## config.mk

```make
export PLATFORM = sky130hd
export DESIGN_NAME = punc_controller
export DESIGN_NICKNAME = d
export VERILOG_FILES = /design/src/rtl/punc_controller.sv
export SDC_FILE = /design/constraint.sdc
export NUM_CORES = 1
export LEC_CHECK = 0
export CORE_AREA = 2 2 73 75
export CTS_BUF_LIST = sky130_fd_sc_hd__clkbuf_4
export DETAILED_ROUTE_END_ITERATION = 8
export DIE_AREA = 0 0 75 77
export HOLD_SLACK_MARGIN = 0.03
export PLACE_DENSITY = 0.5
export SLEW_MARGIN = 30
export SYNTH_ARGS = -nofsm -noshare
export SYNTH_HDL_FRONTEND = slang
export SYNTH_SLANG_ARGS = --single-unit
```

## constraint.sdc

```tcl
create_clock -name clk -period 3 [get_ports clk]
set_clock_uncertainty 0.2 [all_clocks]
set_input_delay 0.6 -clock clk [delete_from_list [all_inputs] [get_ports clk]]
set_output_delay 0.6 -clock clk [all_outputs]
set_load 0.05 [all_outputs]
```

## src/rtl/punc_controller.sv

```systemverilog
// PUnC LC3 control FSM: fetch/decode/execute sequencing, datapath strobes, retired count.
// Ports: clk, rst (sync, active-high), ir, nzp_match in; datapath controls, halted, insn_count out.
// Build option PUNC_HALT_EN: TRAP enters a sticky HALT state (else TRAP is a NOP).
module punc_controller #(
  parameter int CNT_W = 16
) (
  input  logic             clk,
  input  logic             rst,
  input  logic [15:0]      ir,
  input  logic             nzp_match,
  output logic             pc_ld,
  output logic             pc_clr,
  output logic             pc_inc,
  output logic [1:0]       pc_sel,
  output logic             ir_ld,
  output logic             ir_clr,
  output logic             dmem_rd,
  output logic             dmem_wr,
  output logic [1:0]       dmem_r_addr_sel,
  output logic [1:0]       dmem_w_addr_sel,
  output logic [1:0]       rf_w_data_sel,
  output logic             rf_w_addr_sel,
  output logic             rf_w_wr,
  output logic             rf_rp_addr_sel,
  output logic             rf_rp_rd,
  output logic             rf_rq_rd,
  output logic             temp_ld,
  output logic             nzp_ld,
  output logic             nzp_clr,
  output logic [1:0]       alu_sel,
  output logic             alu_in_a_sel,
  output logic             halted,
  output logic [CNT_W-1:0] insn_count
);

  localparam logic [1:0] PC_8_0 = 2'd0, PC_10_0 = 2'd1, PC_RQ = 2'd2;
  localparam logic [1:0] RA_PC = 2'd0, RA_PC_8_0 = 2'd1;
  localparam logic [1:0] RA_RQ_5_0 = 2'd2, RA_RP = 2'd3;
  localparam logic [1:0] WA_PC_8_0 = 2'd0, WA_RQ_5_0 = 2'd1, WA_TEMP = 2'd2;
  localparam logic [1:0] WD_ALU = 2'd0, WD_PC_8_0 = 2'd1;
  localparam logic [1:0] WD_DMEM = 2'd2, WD_PC = 2'd3;
  localparam logic       WR_11_9 = 1'b0, WR_R7 = 1'b1;
  localparam logic       RP_11_9 = 1'b1;
  localparam logic [1:0] ALU_ADD = 2'd0, ALU_AND = 2'd1, ALU_NOT = 2'd3;

  localparam logic [3:0] OP_BR = 4'h0, OP_ADD = 4'h1, OP_LD = 4'h2;
  localparam logic [3:0] OP_ST = 4'h3, OP_JSR = 4'h4, OP_AND = 4'h5;
  localparam logic [3:0] OP_LDR = 4'h6, OP_STR = 4'h7, OP_NOT = 4'h9;
  localparam logic [3:0] OP_LDI = 4'hA, OP_STI = 4'hB, OP_JMP = 4'hC;
  localparam logic [3:0] OP_LEA = 4'hE, OP_TRAP = 4'hF;

  typedef enum logic [2:0] {
    S_FETCH, S_DECODE, S_EXEC, S_EXEC2, S_HALT
  } state_t;

  state_t state, state_nxt;
  logic [3:0] op;
  logic       two_cyc;
  logic       retire;
  logic       unused_ir;

  assign op        = ir[15:12];
  assign two_cyc   = (op == OP_LDI) || (op == OP_STI);
  assign retire    = (state == S_EXEC && !two_cyc) || state == S_EXEC2;
  assign unused_ir = ^{ir[10:6], ir[4:0]};

  always_ff @(posedge clk) begin
    if (rst) begin
      state      <= S_FETCH;
      insn_count <= '0;
    end else begin
      state <= state_nxt;
      if (retire)
        insn_count <= insn_count + 1'b1;
    end
  end

  always_comb begin
    state_nxt = state;
    case (state)
      S_FETCH:  state_nxt = S_DECODE;
      S_DECODE: state_nxt = S_EXEC;
      S_EXEC: begin
        state_nxt = S_FETCH;
        if (two_cyc)
          state_nxt = S_EXEC2;
`ifdef PUNC_HALT_EN
        if (op == OP_TRAP)
          state_nxt = S_HALT;
`endif
      end
      S_EXEC2:  state_nxt = S_FETCH;
      S_HALT:   state_nxt = S_HALT;
      default:  state_nxt = S_FETCH;
    endcase
  end

`ifdef PUNC_HALT_EN
  assign halted = (state == S_HALT) && !rst;
`else
  assign halted = 1'b0;
`endif

  always_comb begin
    pc_ld = 1'b0; pc_clr = 1'b0; pc_inc = 1'b0; pc_sel = PC_8_0;
    ir_ld = 1'b0; ir_clr = 1'b0;
    dmem_rd = 1'b0; dmem_wr = 1'b0;
    dmem_r_addr_sel = RA_PC; dmem_w_addr_sel = WA_PC_8_0;
    rf_w_data_sel = WD_ALU; rf_w_addr_sel = WR_11_9; rf_w_wr = 1'b0;
    rf_rp_addr_sel = 1'b0; rf_rp_rd = 1'b0; rf_rq_rd = 1'b0;
    temp_ld = 1'b0; nzp_ld = 1'b0; nzp_clr = 1'b0;
    alu_sel = ALU_ADD; alu_in_a_sel = 1'b0;
    if (rst) begin
      pc_clr  = 1'b1;
      ir_clr  = 1'b1;
      nzp_clr = 1'b1;
    end else begin
      case (state)
        S_FETCH: begin
          dmem_rd = 1'b1;
          ir_ld   = 1'b1;
          pc_inc  = 1'b1;
        end
        S_EXEC: begin
          case (op)
            OP_ADD, OP_AND: begin
              alu_sel      = (op == OP_ADD) ? ALU_ADD : ALU_AND;
              alu_in_a_sel = ir[5];
              rf_w_wr      = 1'b1;
              nzp_ld       = 1'b1;
            end
            OP_NOT: begin
              alu_sel = ALU_NOT;
              rf_w_wr = 1'b1;
              nzp_ld  = 1'b1;
            end
            OP_LEA: begin
              rf_w_data_sel = WD_PC_8_0;
              rf_w_wr       = 1'b1;
              nzp_ld        = 1'b1;
            end
            OP_LD, OP_LDR, OP_LDI: begin
              dmem_rd         = 1'b1;
              dmem_r_addr_sel = RA_PC_8_0;
              rf_w_data_sel   = WD_DMEM;
              rf_w_wr         = 1'b1;
              // LDI's first read is only the pointer; flags follow the final value
              nzp_ld          = (op != OP_LDI);
              if (op == OP_LDR) begin
                dmem_r_addr_sel = RA_RQ_5_0;
                rf_rq_rd        = 1'b1;
              end
            end
            OP_ST: begin
              dmem_w_addr_sel = WA_PC_8_0;
              rf_rp_addr_sel  = RP_11_9;
              rf_rp_rd        = 1'b1;
              dmem_wr         = 1'b1;
            end
            OP_STR: begin
              dmem_w_addr_sel = WA_RQ_5_0;
              rf_rq_rd        = 1'b1;
              dmem_wr         = 1'b1;
            end
            OP_STI: begin
              dmem_rd         = 1'b1;
              dmem_r_addr_sel = RA_PC_8_0;
              temp_ld         = 1'b1;
            end
            OP_BR: begin
              pc_sel = PC_8_0;
              pc_ld  = nzp_match;
            end
            OP_JMP: begin
              pc_sel   = PC_RQ;
              rf_rq_rd = 1'b1;
              pc_ld    = 1'b1;
            end
            OP_JSR: begin
              // link write and jump share a cycle; JSRR R7 reads the old R7
              rf_w_addr_sel = WR_R7;
              rf_w_data_sel = WD_PC;
              rf_w_wr       = 1'b1;
              pc_ld         = 1'b1;
              pc_sel        = ir[11] ? PC_10_0 : PC_RQ;
              rf_rq_rd      = !ir[11];
            end
            default: ;
          endcase
        end
        S_EXEC2: begin
          rf_rp_addr_sel = RP_11_9;
          rf_rp_rd       = 1'b1;
          if (op == OP_LDI) begin
            dmem_rd         = 1'b1;
            dmem_r_addr_sel = RA_RP;
            rf_w_data_sel   = WD_DMEM;
            rf_w_wr         = 1'b1;
            nzp_ld          = 1'b1;
          end else begin
            dmem_w_addr_sel = WA_TEMP;
            dmem_wr         = 1'b1;
          end
        end
        default: ;
      endcase
    end
  end

endmodule

```

[Word-level counts from Yosys, hierarchy flattened]
Cells that the tools add are included.
W data, S select, Z words.
Storage, ports and cells
  output and inout bits: 43
  input port bits: 19
  bits in registers: 19
  logic and storage cells: 94
Operators by class
  equal/unequal tests: 17
  $add $sub $neg: 1
  reductions and logical operators: 15
  multiplexer cells: 59
Operator list (number)
  $mux W1: 30
  $mux W2: 13
  $pmux W2 S2: 6
  $eq A4 B4 Y1 const B: 5
  $add A16 B1 Y16 const B: 1
  $eq A4 B3 Y1 const B: 4
  $pmux W1 S2: 6
  $pmux W3 S4: 1
  $eq A4 B2 Y1 const B: 2
  $reduce_or A2 Y1: 4
  $reduce_or A4 Y1: 2
  $reduce_or A8 Y1: 1
  $eq A3 B2 Y1 const B: 2
  $pmux W1 S3: 2
  $pmux W2 S3: 1
  $eq A4 B1 Y1 const B: 1
  $logic_not A4 Y1: 1
  $ne A4 B4 Y1 const B: 1
  $eq A3 B1 Y1 const B: 1
  $eq A3 B3 Y1 const B: 1
  $logic_not A3 Y1: 1
  $reduce_or A3 Y1: 1
  $logic_not A1 Y1: 2
  $logic_or A1 B1 Y1: 2
  $logic_and A1 B1 Y1: 1

[Longest topological paths before layout]
  depth after elaboration: 5
  gate-level depth with buffers: 7
  gate-level depth less buffers: 5

[Worst setup path after synthesis]
Ideal clock, no wire load.
  path kind: input-to-output
  from: in rst
  to: out rf_rp_rd
  path buffers: 1
  arrival time: 2.965 ns
  path slack: -0.765 ns
  stages on the path: 4
  data required time: 2.200 ns
  cells stage by stage: nor4b_1 nand3_1 o31ai_1 buf_4
Between the ends
  cells in the longest elaborated chain, start to end: 1
Ends and longest elaborated chain
  from (decl): RTL line 8  | input logic rst,
  $mux W1
  to (decl): RTL line 25  | output logic rf_rp_rd,
Every way passes these cells.

[Final worst setup path]
  from: in rst
  to: out pc_sel[1]
Between the ends
  cells in the longest elaborated chain, start to end: 1
Ends and longest elaborated chain
  $mux W2: RTL line 113  | if (rst) begin
  to (decl): RTL line 14  | output logic [1:0] pc_sel,
Every way passes these cells.

==> impl_metrics.toml <==
[timing]
fin_crit_ns = 2.88
hold_viol = 0
fmax_ghz = 0.347
fin_ws_ns = 0.116
grt_setup_unrepaired = "false"
timing.slew.headroom_pct = 62.3
setup_viol = 0
period_share_pct = 96.1
worst_slew_pin_slew_ns = 0.561
final-max-slew-violation-count = 0

[placed_design]
io_buffers = 50
hpwl_um = 2690
placedCellCount = 292
gp_congestion = 0.758
pre_cts_slack_ns = 0.0351
place_area_um2 = 2220

[detailed_routing]
wl_per_cell_um = 11.6
drc_errors = 0
wl_um = 3440
vias = 1340
drtIter0Drc = 18
vias_per_cell = 4.53
firstDrtPassIters = 4
antenna_left = 0

[cells_and_area]
area.growth.synth_to_final_pct = 85.5
design_area_um2 = 2260
fin_nets = 247
drive_gt1_share_pct = 30.1
n_fill_cell = 484
fin_cells = 296
antenna-diode-count = 0

[die]
die_h_um = 77
dieArea_um2 = 5780
ios = 62
dieWidth_um = 75
initial_core_util_pct = 24.5
core_area_um2 = 4980
row_count = 26

[synth]
ys.flop_type = "dfxtp_1"
avgSynthCellArea_um2 = 7.40
syn_inst = 165
synth.distinct_cells = 40
syn_area_um2 = 1220
yosysSeqAreaShare_pct = 31.1
synth-seq-cells = 19
synth_edf_count = 0
ys_warn_count = 0
syn-num-nets = 185
async_flop_share_pct = 0

[run]
maxCapViolations = 0

[clocking]
clk_path_buf_depth = 2
cts_buffers = 3
root_buffer = "clkbuf_4"
postCtsHoldBufs = 0
cts_tree = "done"
clk_latency_ns = 0.30
clock_sink_count = 19
htree_levels = 1
clkTransAtPathRegs_ns = 0.12

[critical_path]
reg2reg_from = "state[0]"
cp_max_fo = 5
crit_path_start = "rst"
crit_path_end_kind = "output port"
critPathRequiredTime_ns = 2.20
crit_type = "in2out"
reg2regPathDepth = 5
crit_arrival_ns = 2.08
rr_endpoint = "insn_count[10]"
startpoint_type = "primary input"
ff2ff_setup_slack_ns = 0.63

[global_routing]
antenna_found_initial = 0
overflow = 0
grt_pass1_vias = 1258
grt_max_degree = 23
gr-usage-all-layers_pct = 12.2
grt_pass1_wl_um = 5680

[worst_hold_path]
hold_path.class = "reg2reg"
worstHoldStart = "insn_count[15]"
holdPathStages = 2
hold-path-endpoint = "insn_count[15]"

[power_and_ir_drop]
irDropWorstVdd_uv = 95.0
power_uw = 571
leakagePower_nw = 0.811
cellPowerDensity_nw_per_um2 = 252

[run_status]
status = "finished, final reports clean"
## power breakdown
| part | total (mW) | switching [mW] | internal (mW) |
|---|---|---|---|
| registers | 0.264 | 0.00784 | 0.256 |
| clock network | 0.131 | 0.0809 | 0.0497 |
| logic | 0.177 | 0.0957 | 0.0809 |
| total | 0.571 | 0.184 | 0.387 |
## metal layers
layer / up-vias / GRT usage (%) / share of wire (%)
li1: 700 / - / -
met1: 604 / 15.5 / 47
met2: 34 / 19.6 / 46
met3: 2 / 4.73 / 6.9
met4: 0 / 1.61 / 0.38
met5: - / 0 / 0
## Yosys cell counts, drive strengths merged (3+ instances only)
cell    instances  area [µm²]
nor2b           3        18.8
nor4b           4        35.0
nand3b          3        22.5
nand4           3        18.8
nor4            3        18.8
o21ai          11        55.1
xnor2           5        43.8
nand2b          4        25.0
or3             8        50.1
a21oi          17        85.1
dfxtp          19         380
inv             5        18.8
nor2           19        71.3
nor3            4        20.0
clkbuf          7        26.3
buf            10        63.8
nand2          11        41.3
nand3           4        20.0
## flip-flops by register name, summed over array words and instances (netlist names)
name        count
state           3
insn_count     16
## kinds of logic (layout without fill, tap and decap cells)
| group | Yosys count | count (layout) | share of synthesized area [%] |
|---|---|---|---|
| AO/OA/AOI/OAI | 37 | 37 | 16.9 |
| XOR/XNOR | 6 | 6 | 4.30 |
| adder cells (fa/ha/maj) | 2 | 2 | 1.84 |
| buffers and inverters | 22 | 83 | 8.91 |
| flip-flops | 19 | 19 | 31.1 |
| multiplexers | 1 | 1 | 0.820 |
| other | 1 | 1 | 0.307 |
| AND/OR/NAND/NOR | 77 | 77 | 35.8 |
## worst max path at each step
stage	endpoint	slack, ns	cells past startpoint
final	pc_sel[1]	0.12	6
after global routing	pc_sel[1]	0.008	6
after CTS	dmem_r_addr_sel[0]	0.02	5
after detailed placement	dmem_r_addr_sel[0]	0.04	5
after global placement	rf_w_wr	0.04	7
after floorplan	dmem_rd	-0.29	4
## metrics by stage
step | hold slack [ns] | utilization, % | TNS (ns)
2_1_floorplan | 0.335 | - | -0.684
3_3_place_gp | 0.262 | 44.6 | 0
3_5_place_dp | 0.271 | 44.6 | 0
4_1_cts | 0.290 | 45.1 | 0
5_1_grt | 0.313 | 45.5 | 0
6_report | 0.288 | 45.5 | 0
## final cells by class
class	instances	area, µm²	area share (%)
multi-input cells	124	807	35.6
repair buffers	74	943	41.7
inverters	5	18.8	0.829
flip-flops and latches	19	380	16.8
clock inverters	1	5.00	0.221
well taps	70	87.6	3.87
clock buffers	3	22.5	0.994
## worst max-delay path, stage by stage
cell	delay [ns]
clkdlybuf4s50_1	0.45
nor4b_2	0.23
buf_4	0.19
nand2_1	0.08
nor4b_2	0.34
buf_12	0.19
## layout by cell type, fill, tap and decap left out, drive strengths merged, types with 5 or more instances in the layout
master | synthesis | layout
a21oi | 17 | 17
buf | 10 | 50
clkdlybuf4s50 | 0 | 23
dfxtp | 19 | 19
inv | 5 | 5
nand2 | 11 | 11
nor2 | 19 | 19
o21ai | 11 | 11
or3 | 8 | 8
xnor2 | 5 | 5
## timing repair
item                       4_1_cts  5_1_grt
setup endpoints to repair        0        8
buffers inserted                 0        0
resized for setup                0        5
Note: power is estimated with default switching activity, not from simulation.
